### src/rtl/dma_bus_arbiter.sv
// dma_bus_arbiter: page-copy DMA engine that freezes the CPU and takes over the memory bus
module dma_bus_arbiter #(
    parameter bit DST_INCREMENT = 1'b1
) (
    input  logic        clk,
    input  logic        reset,
    input  logic [15:0] cpu_address,
    input  logic [7:0]  cpu_data_out,
    input  logic        cpu_read_write,
    output logic        cpu_clk_en,
    output logic [7:0]  cpu_data_in,
    output logic [15:0] mem_address,
    output logic [7:0]  mem_data_out,
    output logic        mem_read_write,
    input  logic [7:0]  mem_data_in,
    input  logic        dma_start,
    input  logic [7:0]  dma_src_page,
    input  logic [15:0] dma_dst_addr,
    input  logic [7:0]  dma_length,
    output logic        dma_busy,
    output logic        dma_done
);
    typedef enum logic [2:0] {IDLE, WAIT_READ, READ_SRC, WRITE_DST, DONE} state_t;
    state_t state, state_next;
    logic [7:0]  src_page, index, byte_latch;
    logic [15:0] dst_addr;
    logic [8:0]  remaining;
    logic        rd, wr;
    always_ff @(posedge clk) begin
        if (!reset) state <= IDLE;
        else state <= state_next;
    end
    always_ff @(posedge clk) begin
        if (!reset) begin
            src_page   <= '0;
            dst_addr   <= '0;
            remaining  <= '0;
            index      <= '0;
            byte_latch <= '0;
        end else begin
            if (state == IDLE && dma_start) begin
                src_page  <= dma_src_page;
                dst_addr  <= dma_dst_addr;
                remaining <= {dma_length == 8'd0, dma_length};
                index     <= '0;
            end
            if (rd) byte_latch <= mem_data_in;
            if (wr) begin
                index     <= index + 8'd1;
                remaining <= remaining - 9'd1;
            end
        end
    end
    always_comb begin
        state_next = state;
        case (state)
            IDLE:      state_next = dma_start ? WAIT_READ : IDLE;
            WAIT_READ: state_next = cpu_read_write ? WAIT_READ : READ_SRC;
            READ_SRC:  state_next = WRITE_DST;
            WRITE_DST: state_next = remaining == 9'd1 ? DONE : READ_SRC;
            default:   state_next = IDLE;
        endcase
    end
    assign rd = state == READ_SRC;
    assign wr = state == WRITE_DST;
    // Outside the two stolen states the CPU bus passes straight through.
    assign cpu_clk_en     = !(rd || wr);
    assign cpu_data_in    = mem_data_in;
    assign mem_address    = rd ? {src_page, index}
                          : wr ? (DST_INCREMENT ? dst_addr + {8'h00, index} : dst_addr)
                          : cpu_address;
    assign mem_data_out   = wr ? byte_latch : cpu_data_out;
    assign mem_read_write = rd ? 1'b0 : wr ? 1'b1 : cpu_read_write;
    assign dma_busy       = state == WAIT_READ || rd || wr;
    assign dma_done       = state == DONE;
endmodule

### config.mk
export PLATFORM = sky130hd
export DESIGN_NAME = dma_bus_arbiter
export DESIGN_NICKNAME = d
export VERILOG_FILES = /design/src/rtl/dma_bus_arbiter.sv
export SDC_FILE = /design/constraint.sdc
export NUM_CORES = 1
export LEC_CHECK = 0
export BUFFER_PORTS_ARGS = -buffer_cell sky130_fd_sc_hd__buf_2
export CORE_ASPECT_RATIO = 1.4
export CORE_MARGIN = 2
export CORE_UTILIZATION = 40
export CTS_CLUSTER_SIZE = 12
export DETAILED_ROUTE_END_ITERATION = 8
export HOLD_SLACK_MARGIN = 0.15
export PLACE_DENSITY = 0.68
export SLEW_MARGIN = 20
export SYNTH_ARGS = -nofsm -noshare
export SYNTH_HDL_FRONTEND = slang
export SYNTH_SLANG_ARGS = --single-unit
### constraint.sdc
create_clock -name clk -period 2.01 [get_ports clk]
set_input_delay 0.402 -clock clk [delete_from_list [all_inputs] [get_ports clk]]
set_output_delay 0.402 -clock clk [all_outputs]
set_load 0.02 [all_outputs]
==> impl_metrics.tcl <==
set metrics [dict create \
    cts_hold_repair.buffers 0 \
    area_delta_synth_final_pct 41.3 \
    skew_ns 0.0160 \
    final_max_slew_viol_count 0 \
    rows 37 \
    violations "setup timing" \
    clock_path_buffers 2 \
    cts_sinks 52 \
    grt_pass1_vias 3202 \
    cts_root_buf "clkbuf_8" \
    diodes 0 \
    status "complete, but fails checks" \
    fp.dieW_um 78.2 \
    combPwrFrac 0.252 \
    cellLeakagePower_nw 1.84 \
    clk_pin_slew_ns 0.10 \
    layout_commonest_cell "nand2_1" \
    holdPathEnd "dst_addr[7]" \
    avgRoutedWirePerCell_um 14.4 \
    dpl.hpwl_um 6630 \
    numCtsBuffers 5 \
    netlist_instances 422 \
    synth_edf_count 0 \
    seq_power_share 0.449 \
    drtIter0Drc 254 \
    end_kind "output pin" \
    fin_ws_ns -0.643 \
    synth_seq_cells 52 \
    synth-adder-area-share 0.0511 \
    fin_crit_sh 1.32 \
    peakVddDrop_mv 0.431 \
    start_kind "register" \
    post-route-util 0.588 \
    pwr-share-clk 0.300 \
    synth_top_family_by_area "simple AND/OR/NAND/NOR gates" \
    via_count 3461 \
    r2r_start "state[2]" \
    r2r_slack_ns 0.27 \
    synthFlopType "dfxtp_1" \
    dieArea_mm2 0.00844 \
    drt-pass1-iter-count 4 \
    synthDistinctLibCells 45 \
    p_per_area_mw_per_mm2 584 \
    r2r_cells 7 \
    track_usage 0.208 \
    crit_type "reg -> out" \
    finalWirelength_um 9220 \
    power_mw 2.54 \
    hold_ws_ns 0.306 \
    antenna_found_initial 0 \
    dp_slack_ns -0.331 \
    cts_tree "built" \
    drive_above_1_share 0.378 \
    finalNonFillerCells 642 \
    layout_common_cells "91 x nand2_1, 89 x buf_2, 61 x a21oi_1" \
    hold_viol_final 0 \
    nets 624 \
    fmax_mhz 377 \
    initial_core_util 0.416 \
    drc 0 \
    synth_mux_area_frac 0.0101 \
    hold_path.class "in -> reg" \
    hold_start "dma_dst_addr[7]" \
    hold_path_depth 3 \
    yosysWarningCount 0 \
    tightest_slew_ns 0.486 \
    synth_nets 502 \
    core-area_mm2 0.00741 \
    slew_headroom 0.675 \
    place_congestion 0.881 \
    worstPathArrival_ns 2.25 \
    cp.required_ns 1.61 \
    grt-ovfl-total 0 \
    grt_max_degree 38 \
    cts_max_level 2 \
    r2r-end "remaining[7]" \
    setup_viol 15 \
    ys_seq_area_frac 0.338 \
    grt_pass1_wl_um 14300 \
    p_sw_mw 0.808 \
    place_inst 628 \
    port_buffers 103 \
    async_reset_ff_frac 0 \
    maxCapViolCount 0 \
    vias_per_cell 5.39 \
    synth_compound_area_frac 0.230 \
    synthXorXnorAreaFrac 0.0398 \
    ant_nets 0 \
    ioPinCount 104 \
    period_needed_ns 2.65 \
    power.internal_mw 1.74 \
    switching_share 0.318 \
    clock_latency_ns 0.33 \
    yosys.area_share.simple 0.271 \
    syn_area_per_cell_um2 7.31 \
    syn_area_mm2 0.00308 \
    rsz0062_at_grt "yes" \
    path_max_fanout 5 \
    die_h_um 108 \
]
-- cells by family after synthesis --
logic type / after synthesis
compound gates: 127
xor+xnor: 14
fa+ha+maj: 12
buf+inv: 38
flops: 52
mux: 3
simple gates: 176
-- cell type report --
cell class              count  area (um^2)
clock buffers               5         68.8
well taps                  97          121
repair buffers            148          946
flip-flops and latches     52         1060
clock inverters             3         46.3
fillers                   699         3050
multi-input cells         332         2100
inverters                   5         18.8
-- power groups by stage --
stage	sequential [mW]	clock, mW	combinational, mW
floorplan	1.15	0	0.380
global placement	1.16	0	0.583
detailed placement	1.16	0	0.591
CTS	1.14	0.770	0.618
global route	1.15	0.811	0.700
finish	1.14	0.763	0.640
-- layer usage --
layer	wire length, um	vias to the layer above	global-route usage
met1	3660	1584	0.235
met5	0	-	0
met4	212	0	0.0852
met2	4730	137	0.384
met3	605	20	0.0352
li1	-	1720	-
-- worst max-delay path by stage --
stage | start | endpoint | depth (start not counted)
6_report | dst_addr[0] | mem_address[8] | 8
5_1_grt | dst_addr[0] | mem_address[8] | 8
2_1_floorplan | index[0] | mem_address[10] | 7
3_5_place_dp | dst_addr[1] | mem_address[9] | 8
4_1_cts | dst_addr[0] | mem_address[10] | 8
3_3_place_gp | dst_addr[0] | mem_address[10] | 8
-- metrics by stage --
stage               TNS [ns]  cell area, um^2
floorplan             -0.540             3160
global placement       -2.69             3940
detailed placement     -3.00             3940
CTS                    -6.96             4220
global route           -8.63             4360
finish                 -7.08             4360
-- critical path: stages (launching register included) --
cell and delay [ns]:
dfxtp_2 0.35, ha_4 0.16, fa_2 0.40, a211oi_4 0.24, o211ai_1 0.22, buf_4 0.21, a31oi_1 0.15, nand2_2 0.06
buf_4 0.15
-- synthesized netlist by cell type (all sizes together) (5+ instances only) --
cell type / count / area, um^2
clkbuf: 10 / 37.5
ha: 11 / 138
xor2: 11 / 96.3
o21ai: 32 / 160
inv: 5 / 18.8
buf: 23 / 130
nor2: 29 / 116
nor3b: 11 / 82.6
nand4: 8 / 50.1
o211ai: 6 / 45.0
nand3: 7 / 35.0
nand2: 92 / 345
dfxtp: 52 / 1040
nor3: 8 / 45.0
a31oi: 5 / 31.3
a21oi: 67 / 335
-- registers in the layout, indices dropped and copies added (netlist names) --
name / count
remaining: 9
state: 3
src_page: 8
byte_latch: 8
index: 8
dst_addr: 16
-- timing repair --
| action | in CTS | in global routing |
|---|---|---|
| gates resized for setup | 37 | 28 |
| pin swaps | 21 | 26 |
| buffers inserted | 5 | 4 |
| setup endpoints to repair | 15 | 23 |
No activity file was read; power rests on OpenSTA's default activity.
